==> src/rtl/arbitro_detector_if.sv <==
// Requester-side bus of arbitro_detector: two word requesters and the shared response.
// Handshake: a word moves when reqN_valid and reqN_ready are high in the same cycle; valid must hold until then.
interface arbitro_detector_if #(
  parameter int W  = 8,
  parameter int CW = $clog2(W + 1)
);
  logic          req0_valid;
  logic [W-1:0]  req0_dato;
  logic          req0_ready;
  logic          req1_valid;
  logic [W-1:0]  req1_dato;
  logic          req1_ready;
  logic          resp_valid;
  logic          resp_id;
  logic [CW-1:0] resp_cuenta1;
  logic [CW-1:0] resp_cuenta2;

  modport master (
    output req0_valid, req0_dato, req1_valid, req1_dato,
    input  req0_ready, req1_ready, resp_valid, resp_id, resp_cuenta1, resp_cuenta2
  );

  modport slave (
    input  req0_valid, req0_dato, req1_valid, req1_dato,
    output req0_ready, req1_ready, resp_valid, resp_id, resp_cuenta1, resp_cuenta2
  );
endinterface

==> src/rtl/arbitro_detector.sv <==
// Round-robin front end sharing one detector_secuencia between two requesters; counts led1/led2 per word.
// Optional macro SERIE_LSB_PRIMERO_EN: serialize LSB first instead of MSB first.
module arbitro_detector #(
  parameter int W       = 8,
  parameter int DET_LAT = 1
) (
  input  logic                clk,
  input  logic                reset,
  arbitro_detector_if.slave   bus,
  output logic                det_reset,
  output logic                det_entrada,
  input  logic                det_led1,
  input  logic                det_led2,
  output logic [2:0]          dbg_estado
);
  localparam int CW = $clog2(W + 1);
  localparam int NW = $clog2(W + DET_LAT + 1);

  typedef enum logic [2:0] {
    IDLE  = 3'd0,
    CLR   = 3'd1,
    SHIFT = 3'd2,
    DRAIN = 3'd3,
    RESP  = 3'd4
  } estado_t;

  estado_t       estado, estado_sig;
  logic [NW-1:0] paso;
  logic [W-1:0]  palabra;
  logic          id_act;
  logic          ultimo;
  logic [CW-1:0] cuenta1, cuenta2, cuenta1_sig, cuenta2_sig;
  logic          muestra;
  logic          gana0, gana1, acepta;

  // ultimo holds the id granted last; on a tie the other requester wins.
  assign gana0  = bus.req0_valid & (~bus.req1_valid | ultimo);
  assign gana1  = bus.req1_valid & (~bus.req0_valid | ~ultimo);
  assign bus.req0_ready = (estado == IDLE) & gana0;
  assign bus.req1_ready = (estado == IDLE) & gana1;
  assign acepta = bus.req0_ready | bus.req1_ready;

  always_ff @(posedge clk or posedge reset) begin
    if (reset) estado <= IDLE;
    else       estado <= estado_sig;
  end

  always_comb begin
    estado_sig = estado;
    unique case (estado)
      IDLE:    if (acepta) estado_sig = CLR;
      CLR:     estado_sig = SHIFT;
      SHIFT:   if (paso == NW'(W - 1)) estado_sig = (DET_LAT == 0) ? RESP : DRAIN;
      DRAIN:   if (paso == NW'(DET_LAT - 1)) estado_sig = RESP;
      RESP:    estado_sig = IDLE;
      default: estado_sig = IDLE;
    endcase
  end

  assign dbg_estado = estado;

  always_ff @(posedge clk or posedge reset) begin
    if (reset)                     paso <= '0;
    else if (estado_sig != estado) paso <= '0;
    else if (estado == SHIFT || estado == DRAIN) paso <= paso + 1'b1;
  end

  always_ff @(posedge clk or posedge reset) begin
    if (reset) begin
      palabra <= '0;
      id_act  <= 1'b0;
      ultimo  <= 1'b1;
    end else if (acepta) begin
      palabra <= gana0 ? bus.req0_dato : bus.req1_dato;
      id_act  <= gana1;
      ultimo  <= gana1;
    end else if (estado == SHIFT) begin
`ifdef SERIE_LSB_PRIMERO_EN
      palabra <= {1'b0, palabra[W-1:1]};
`else
      palabra <= {palabra[W-2:0], 1'b0};
`endif
    end
  end

`ifdef SERIE_LSB_PRIMERO_EN
  assign det_entrada = (estado == SHIFT) & palabra[0];
`else
  assign det_entrada = (estado == SHIFT) & palabra[W-1];
`endif

  assign det_reset = reset | (estado == CLR);

  // muestra marks the cycles whose detector outputs belong to bits of the current word.
  generate
    if (DET_LAT == 0) begin : g_mealy
      assign muestra = (estado == SHIFT);
    end else begin : g_reg
      logic [DET_LAT-1:0] tubo;
      always_ff @(posedge clk or posedge reset) begin
        if (reset) tubo <= '0;
        else       tubo <= (tubo << 1) | DET_LAT'(estado == SHIFT);
      end
      assign muestra = tubo[DET_LAT-1];
    end
  endgenerate

  assign cuenta1_sig = cuenta1 + CW'(muestra & det_led1);
  assign cuenta2_sig = cuenta2 + CW'(muestra & det_led2);

  always_ff @(posedge clk or posedge reset) begin
    if (reset) begin
      cuenta1 <= '0;
      cuenta2 <= '0;
    end else if (estado == CLR) begin
      cuenta1 <= '0;
      cuenta2 <= '0;
    end else begin
      cuenta1 <= cuenta1_sig;
      cuenta2 <= cuenta2_sig;
    end
  end

  // Response fields include the final sample and then hold until the next word finishes.
  always_ff @(posedge clk or posedge reset) begin
    if (reset) begin
      bus.resp_id      <= 1'b0;
      bus.resp_cuenta1 <= '0;
      bus.resp_cuenta2 <= '0;
    end else if (estado_sig == RESP && estado != RESP) begin
      bus.resp_id      <= id_act;
      bus.resp_cuenta1 <= cuenta1_sig;
      bus.resp_cuenta2 <= cuenta2_sig;
    end
  end

  assign bus.resp_valid = (estado == RESP);
endmodule

==> src/flat_wrapper.sv <==
// flat-port wrapper written by rule: the top's interface ports become plain ports
module arbitro_detector_flat 
#(
  parameter int W       = 8,
  parameter int DET_LAT = 1
)
  (clk, reset, det_reset, det_entrada, det_led1, det_led2, dbg_estado, bus_req0_valid, bus_req0_dato, bus_req1_valid, bus_req1_dato, bus_req0_ready, bus_req1_ready, bus_resp_valid, bus_resp_id, bus_resp_cuenta1, bus_resp_cuenta2);
  arbitro_detector_if #(.W(W)) bus_i ();
  input  logic clk;
  input  logic reset;
  output logic det_reset;
  output logic det_entrada;
  input  logic det_led1;
  input  logic det_led2;
  output logic [2:0] dbg_estado;
  input wire logic [$bits(bus_i.req0_valid)-1:0] bus_req0_valid;
  input wire logic [$bits(bus_i.req0_dato)-1:0] bus_req0_dato;
  input wire logic [$bits(bus_i.req1_valid)-1:0] bus_req1_valid;
  input wire logic [$bits(bus_i.req1_dato)-1:0] bus_req1_dato;
  output wire logic [$bits(bus_i.req0_ready)-1:0] bus_req0_ready;
  output wire logic [$bits(bus_i.req1_ready)-1:0] bus_req1_ready;
  output wire logic [$bits(bus_i.resp_valid)-1:0] bus_resp_valid;
  output wire logic [$bits(bus_i.resp_id)-1:0] bus_resp_id;
  output wire logic [$bits(bus_i.resp_cuenta1)-1:0] bus_resp_cuenta1;
  output wire logic [$bits(bus_i.resp_cuenta2)-1:0] bus_resp_cuenta2;
  assign bus_i.req0_valid = bus_req0_valid;
  assign bus_i.req0_dato = bus_req0_dato;
  assign bus_i.req1_valid = bus_req1_valid;
  assign bus_i.req1_dato = bus_req1_dato;
  assign bus_req0_ready = bus_i.req0_ready;
  assign bus_req1_ready = bus_i.req1_ready;
  assign bus_resp_valid = bus_i.resp_valid;
  assign bus_resp_id = bus_i.resp_id;
  assign bus_resp_cuenta1 = bus_i.resp_cuenta1;
  assign bus_resp_cuenta2 = bus_i.resp_cuenta2;
  arbitro_detector #(.W(W), .DET_LAT(DET_LAT)) u_core (.clk(clk), .reset(reset), .bus(bus_i), .det_reset(det_reset), .det_entrada(det_entrada), .det_led1(det_led1), .det_led2(det_led2), .dbg_estado(dbg_estado));
endmodule
==> config.mk <==
export PLATFORM = sky130hd
export DESIGN_NAME = arbitro_detector_flat
export DESIGN_NICKNAME = d
export VERILOG_FILES = /design/src/rtl/arbitro_detector_if.sv /design/src/rtl/arbitro_detector.sv /design/src/flat_wrapper.sv
export SDC_FILE = /design/constraint.sdc
export NUM_CORES = 1
export LEC_CHECK = 0
export ABC_AREA = 1
export BUFFER_PORTS_ARGS = -buffer_cell sky130_fd_sc_hd__buf_4
export CAP_MARGIN = 20
export CORE_ASPECT_RATIO = 1.1
export CORE_UTILIZATION = 35
export CTS_CLUSTER_SIZE = 12
export DETAILED_ROUTE_END_ITERATION = 16
export PLACE_DENSITY = 0.6
export SYNTH_ARGS = -nofsm -noshare
export SYNTH_HDL_FRONTEND = slang
export SYNTH_SLANG_ARGS = --single-unit
==> constraint.sdc <==
create_clock -name clk -period 2.1 [get_ports clk]
set_input_delay 0.105 -clock clk [delete_from_list [all_inputs] [get_ports clk]]
set_output_delay 0.105 -clock clk [all_outputs]
set_load 0.02 [all_outputs]
==> metrics, run 1 <==
first-pass GRT wire length=6.00 mm; vias in the first global route=1345; Core Region=0.00475 mm²; most frequent CP cell=nor2_4; Max-cap violations=0; Synth top area share=0.479; total power=0.00302 W; worst clock skew=0.00344 ns; Crit path buffers/inverters=1; critical path depth=4; PD cells=1380 mW/mm²; post_cts resized=0; # clock sinks=35; # DRC=0; worst slew pin tran=0.443 ns; row cnt=26; worst hold slack=-0.0211 ns; CTS tree=built; most used flip-flop cell after synthesis=dfrtp_1; H-tree lvl count=2; Period minus WS final=1.60 ns; initial antenna violation count=0; placed cell count=286; delay-heaviest family, CP=flip-flops; Clock Tree Buf Depth=2; Routed Antenna Nets=0; critical-path cell list=nor2_4 -> nand2_4 -> nor2_4 -> buf_4; CP peak stage delay=0.53 ns; YS warnings=0; Num CTS Buffers=5; Cell Count, Final, Fillers Out=294; Leakage=1.15 nW; FF-to-FF End=u_core.bus.resp_id$_DFFE_PP0P_; clk root buf=clkbuf_8; library cells used by synthesis=27; CP Launch Type=flop; Rel. slew slack=0.705; Initial Util=0.374; Area Overhead vs Synth=23.1%; failing checks=negative hold slack; VDD IR max=555 µV; vias per std cell=4.59; NumNets Final=265; CP Max Fanout=10; layout cells sized above 1=0.303; sequential-to-total area share from yosys stat=0.494; Layout fillers=499; post-synth net total=222; IO buf count=38; reg-to-reg slack, setup=0.62 ns; Routed WL per cell=11.2 µm; Die H=76.7 µm; TNS Setup=0 ns; Tcrit/Tclk final=0.761; setup violators final=0; final WL=3.29 mm; Reg2Reg Depth=5; Total GRT Usage=0.142; hold buffers post-CTS=0; largest net degree at the start of global routing=36; DR vias=1350; top post-synthesis cells by area=dfrtp_1 (48%), nand2_1 (11%), ha_1 (4.2%), inv_1 (4.0%), nor2_1 (3.6%); commonest non-fill, non-tap cell in the layout=nand2_1; Mean Syn Cell Area=9.15 µm²; crit path capture type=output port; unrepaired setup endpoints after global routing=no; Ant. Diodes=0; register clock-pin slew on the reported worst setup and hold paths=0.07 ns; most frequent cells in the layout=nand2_1 (52), buf_4 (39), dfrtp_1 (34); GRT overflow=0; Synth Instances=194; Hold WC Path Type=input port to async pin; drt pass-1 iters=4; total die area=0.00536 mm²; fin. max-slew vios=0; final instance area=0.00219 mm²; Post-CTS Setup Bufs=0; EDFF count, synth=0; worst r2r src=u_core.dbg_estado[1]$_DFF_PP0_; Skew-Pair Late Insertion Delay=0.28 ns; Fin. Hold Viols=33; CP Class=flop to output port; Chip Width=69.9 µm; outcome=finished with violations; WP data required=2.00 ns; Starting DRT DRC Count=74; CP arrival=1.49 ns; cell taking the most area after synthesis=dfrtp_1; HPWL after DPL=2.48 mm; Post-Syn Area=0.00178 mm²; asr flop ratio synth=1.00; Crit-path slowest cell=dfrtp_1; I/O pin count=39; Placed Area=0.00210 mm²; Max Freq=0.626 GHz; Yosys reg bits=35; routability congestion estimate=0.722
## tightest hold or removal path, cell delays in order
cell,delay (ns)
buf_4,0.11
inv_1,0.08
buf_4,0.40
## worst max path at each step
stage / start / to / slack [ns]
after floorplan: u_core.dbg_estado[1]$_DFF_PP0_ / u_core.paso[0]$_DFFE_PP0P_ / 0.68
after global placement: u_core.dbg_estado[1]$_DFF_PP0_ / u_core.bus.resp_cuenta1[3]$_DFFE_PP0P_ / 0.60
after detailed placement: u_core.dbg_estado[1]$_DFF_PP0_ / u_core.bus.resp_cuenta2[3]$_DFFE_PP0P_ / 0.60
after CTS: u_core.dbg_estado[1]$_DFF_PP0_ / bus_req0_ready / 0.48
after global routing: u_core.dbg_estado[1]$_DFF_PP0_ / bus_req0_ready / 0.39
final: u_core.dbg_estado[1]$_DFF_PP0_ / bus_req0_ready / 0.50
## cell usage after synthesis (2+ instances only)
master and count:
ha_1 6, inv_2 3, o21ai_1 5, xnor2_1 3, nand2_1 52, inv_1 19, buf_6 3, nand3_1 7
xor2_1 4, dfrtp_1 34, nor2_1 17, o21ai_0 4, o21ai_2 7, nand2_2 3, a21oi_1 10, nor2_4 5
nand3_2 2
## power breakdown
| part | switching [W] | leakage (nW) | internal, W |
|---|---|---|---|
| Clock | 0.000231 | 0.0422 | 0.000233 |
| Combinational | 0.000866 | 0.652 | 0.000547 |
| Sequential | 0.000196 | 0.451 | 0.000949 |
## cell families (layout without fill, tap and decap cells)
| group | after synthesis | after routing | share of synthesized area |
|---|---|---|---|
| AO/OA/AOI/OAI | 28 | 28 | 0.101 |
| adder cells (fa/ha/maj) | 6 | 6 | 0.0423 |
| flip-flops | 35 | 35 | 0.494 |
| buffers and inverters | 25 | 69 | 0.0655 |
| XOR/XNOR | 7 | 7 | 0.0345 |
| AND/OR/NAND/NOR | 93 | 93 | 0.262 |
## routing by layer
layer	up-vias	routed length (µm)	track usage
li1	696	-	-
met1	611	1440	0.169
met2	37	1610	0.238
met3	6	167	0.0394
met4	0	70	0.0600
met5	-	0	0
## per-stage QoR
stage | worst slack (ns) | util
after floorplan | 0.680 | -
after global placement | 0.601 | 0.443
after detailed placement | 0.598 | 0.443
after CTS | 0.478 | 0.460
after global routing | 0.394 | 0.460
final | 0.503 | 0.460
## sequential cells by signal, summed over array words and instances (netlist names)
signal                   cells
u_core.cuenta2               4
u_core.bus.resp_cuenta1      4
u_core.bus.resp_id           1
u_core.palabra               8
u_core.g_reg.tubo            1
u_core.dbg_estado            3
u_core.ultimo                1
u_core.paso                  4
u_core.id_act                1
u_core.cuenta1               4
u_core.bus.resp_cuenta2      4
## cell type report
cell class / count / area (µm²) / share of cell area
Timing Repair Buffer: 39 / 293 / 0.134
Inverter: 22 / 82.6 / 0.0378
Clock inverter: 1 / 5.00 / 0.00229
Multi-Input combinational cell: 134 / 782 / 0.358
Sequential cell: 35 / 877 / 0.401
Tap cell: 56 / 70.1 / 0.0321
Clock buffer: 7 / 76.3 / 0.0349
(Power assumes the default switching activity.)
==> run 2, diff against run 1 <==
--- a/config.mk
+++ b/config.mk
@@ -12,7 +12,7 @@
 export CORE_UTILIZATION = 35
 export CTS_CLUSTER_SIZE = 12
 export DETAILED_ROUTE_END_ITERATION = 16
-export PLACE_DENSITY = 0.6
+export PLACE_DENSITY = 0.62
 export SYNTH_ARGS = -nofsm -noshare
 export SYNTH_HDL_FRONTEND = slang
 export SYNTH_SLANG_ARGS = --single-unit
==> constraint.sdc (replaced) <==
create_clock -name clk -period 1.3 [get_ports clk]
set_input_delay 0.065 -clock clk [delete_from_list [all_inputs] [get_ports clk]]
set_output_delay 0.065 -clock clk [all_outputs]
set_load 0.02 [all_outputs]
==> run 2 against run 1 <==
The run ends with negative setup slack left; sequential share of layout area fell by 6.0 points; critical path type is now flop to flop; highest routed layer unchanged; non-clock buffer count rose by 24; critical endpoint is now u_core.palabra[6]$_DFFE_PP0P_; cell count rose by 8.5%; sequential cell count did not move; core utilization rose by 8.3 points.
==> metrics, run 2 (synthesis results as in run 1) <==
outcome=finished with violations (unchanged); failing checks=negative setup slack (was negative hold slack); DR vias=1469 (was 1350); Chip Width=69.9 µm (unchanged); worst slew pin tran=0.279 ns (was 0.443 ns); fin. max-slew vios=0 (unchanged); I/O pin count=39 (unchanged); GRT overflow=0 (unchanged); Crit path buffers/inverters=2 (was 1); Core Region=0.00475 mm² (unchanged); final WL=3.95 mm (was 3.29 mm); crit path capture type=flop (was output port); PD cells=2260 mW/mm² (was 1380 mW/mm²); Reg2Reg Depth=8 (was 5); clk root buf=clkbuf_8 (unchanged); # DRC=0 (unchanged); commonest non-fill, non-tap cell in the layout=buf_4 (was nand2_1); Critical Path Start=u_core.ultimo$_DFFE_PP1N_ (was u_core.dbg_estado[1]$_DFF_PP0_); Hold WC Path Type=input port to flop (was input port to async pin); Die H=76.7 µm (unchanged); CP arrival=1.63 ns (was 1.49 ns); CTS tree=built (unchanged); IO buf count=38 (unchanged); Ant. Diodes=0 (unchanged); Starting DRT DRC Count=54 (was 74); row cnt=26 (unchanged); vias in the first global route=1442 (was 1345); HPWL after DPL=2.57 mm (was 2.48 mm); Max-cap violations=0 (unchanged); critical path depth=8 (was 4); critical-path cell list=inv_2 -> nand2_2 -> nand2_4 -> nor2_4 -> buf_6 -> nor2_8 -> nor2_1 -> o21ai_1 (was nor2_4 -> nand2_4 -> nor2_4 -> buf_4); Crit-path slowest cell=dfstp_2 (was dfrtp_1); CP Max Fanout=7 (was 10); register clock-pin slew on the reported worst setup and hold paths=0.08 ns (was 0.07 ns); Num CTS Buffers=5 (unchanged); vias per std cell=4.61 (was 4.59); VDD IR max=1220 µV (was 555 µV); Area Overhead vs Synth=45.4% (was 23.1%); Skew-Pair Late Insertion Delay=0.29 ns (was 0.28 ns); worst r2r src=u_core.ultimo$_DFFE_PP1N_ (was u_core.dbg_estado[1]$_DFF_PP0_); Max Freq=0.682 GHz; Biggest register=u_core.palabra (unchanged); setup violators final=15 (was 0); worst hold slack=0.0347 ns (was -0.0211 ns); Total GRT Usage=0.152 (was 0.142); FF-to-FF End=u_core.palabra[6]$_DFFE_PP0P_ (was u_core.bus.resp_id$_DFFE_PP0P_); first-pass GRT wire length=6.44 mm (was 6.00 mm); Leakage=1.30 nW (was 1.15 nW); unrepaired setup endpoints after global routing=yes (was no); worst clock skew=0.0103 ns (was 0.00344 ns); CP endpoint=u_core.palabra[6]$_DFFE_PP0P_ (was bus_req0_ready); CP Launch Type=flop (unchanged); delay-heaviest family, CP=flip-flops (unchanged); total die area=0.00536 mm² (unchanged); largest net degree at the start of global routing=21 (was 36); initial antenna violation count=0 (unchanged); H-tree lvl count=2 (unchanged); WP data required=1.47 ns (was 2.00 ns); CP peak stage delay=0.55 ns (was 0.53 ns); Final Util=0.543 (was 0.460); NumNets Final=290 (was 265); Fin. Hold Viols=0 (was 33); most frequent cells in the layout=buf_4 (49), nand2_1 (40), dfrtp_1 (32) (was nand2_1 (52), buf_4 (39), dfrtp_1 (34)); Routed Antenna Nets=0 (unchanged); reg-to-reg slack, setup=-0.17 ns (was 0.62 ns); number of flip-flops in the largest register=8 (unchanged); TNS Setup=-1.48 ns (was 0 ns); # clock sinks=35 (unchanged); Layout fillers=442 (was 499); CP Class=flop to flop (was flop to output port); Initial Util=0.374 (unchanged); layout cells sized above 1=0.502 (was 0.303); final setup margin=-0.166 ns (was 0.503 ns); Tcrit/Tclk final=1.13; Rel. slew slack=0.814 (was 0.705); drt pass-1 iters=4 (unchanged); Routed WL per cell=12.4 µm (was 11.2 µm); Period minus WS final=1.47 ns; Clock Tree Buf Depth=2 (unchanged); total power=0.00584 W (was 0.00302 W); routability congestion estimate=0.774 (was 0.722)
run 2: timing repair:
action,4_1_cts,5_1_grt
endpoints found under the hold margin,34,0
endpoints found under the setup margin,21,32
buffers inserted,6,6
hold buffers,1,0
gates cloned,1,0
gates resized for setup,9,46
pin swaps,6,8
run 2: area by class of cell:
| type | instances | area, µm² | area share |
|---|---|---|---|
| multi-input combinational | 135 | 913 | 0.354 |
| sequential | 35 | 880 | 0.341 |
| timing repair buffer | 63 | 542 | 0.210 |
| inverter | 22 | 87.6 | 0.0339 |
| tap | 56 | 70.1 | 0.0271 |
| clock buffer | 5 | 68.8 | 0.0267 |
| clock inverter | 3 | 20.0 | 0.00776 |
run 2: power breakdown:
| part | total [W] | internal, W | switching (W) |
|---|---|---|---|
| registers | 0.00183 | 0.00154 | 0.000286 |
| logic | 0.00322 | 0.00142 | 0.00180 |
| clock network | 0.000798 | 0.000373 | 0.000425 |
| total | 0.00584 | 0.00333 | 0.00251 |
run 2: tightest hold or removal path: cells and delay by family:
family,cells,cell delay (ns)
AO/OA/AOI/OAI,1,0.09
buffers and inverters,1,0.07
AND/OR/NAND/NOR,1,0.06
run 2: how the worst min path moves through the flow:
stage                                 from                             to  slack [ns]  depth (start not counted)
final                     bus_req1_dato[0]  u_core.palabra[0]$_DFFE_PP0P_        0.03                          3
after global routing      bus_req1_dato[0]  u_core.palabra[0]$_DFFE_PP0P_        0.08                          3
after CTS                 bus_req1_dato[0]  u_core.palabra[0]$_DFFE_PP0P_        0.04                          3
after detailed placement             reset    u_core.g_reg.tubo$_DFF_PP0_        0.19                          3
after global placement               reset    u_core.g_reg.tubo$_DFF_PP0_        0.19                          3
after floorplan           bus_req1_dato[0]  u_core.palabra[0]$_DFFE_PP0P_        0.22                          2
run 2: routing by layer:
metal,share of wire,vias up,global-route usage
met5,0,-,0
met3,0.036,7,0.0329
met2,0.51,40,0.238
li1,-,741,-
met1,0.44,681,0.198
met4,0.019,0,0.0760
run 2: metrics by stage:
stage / worst slack, ns / instances / cell area (µm²)
final: -0.166 / 319 / 2580
after CTS: -0.124 / 313 / 2390
after global routing: -0.194 / 319 / 2580
after floorplan: -0.0633 / 194 / 1780
after global placement: -0.107 / 297 / 2200
after detailed placement: -0.183 / 297 / 2200
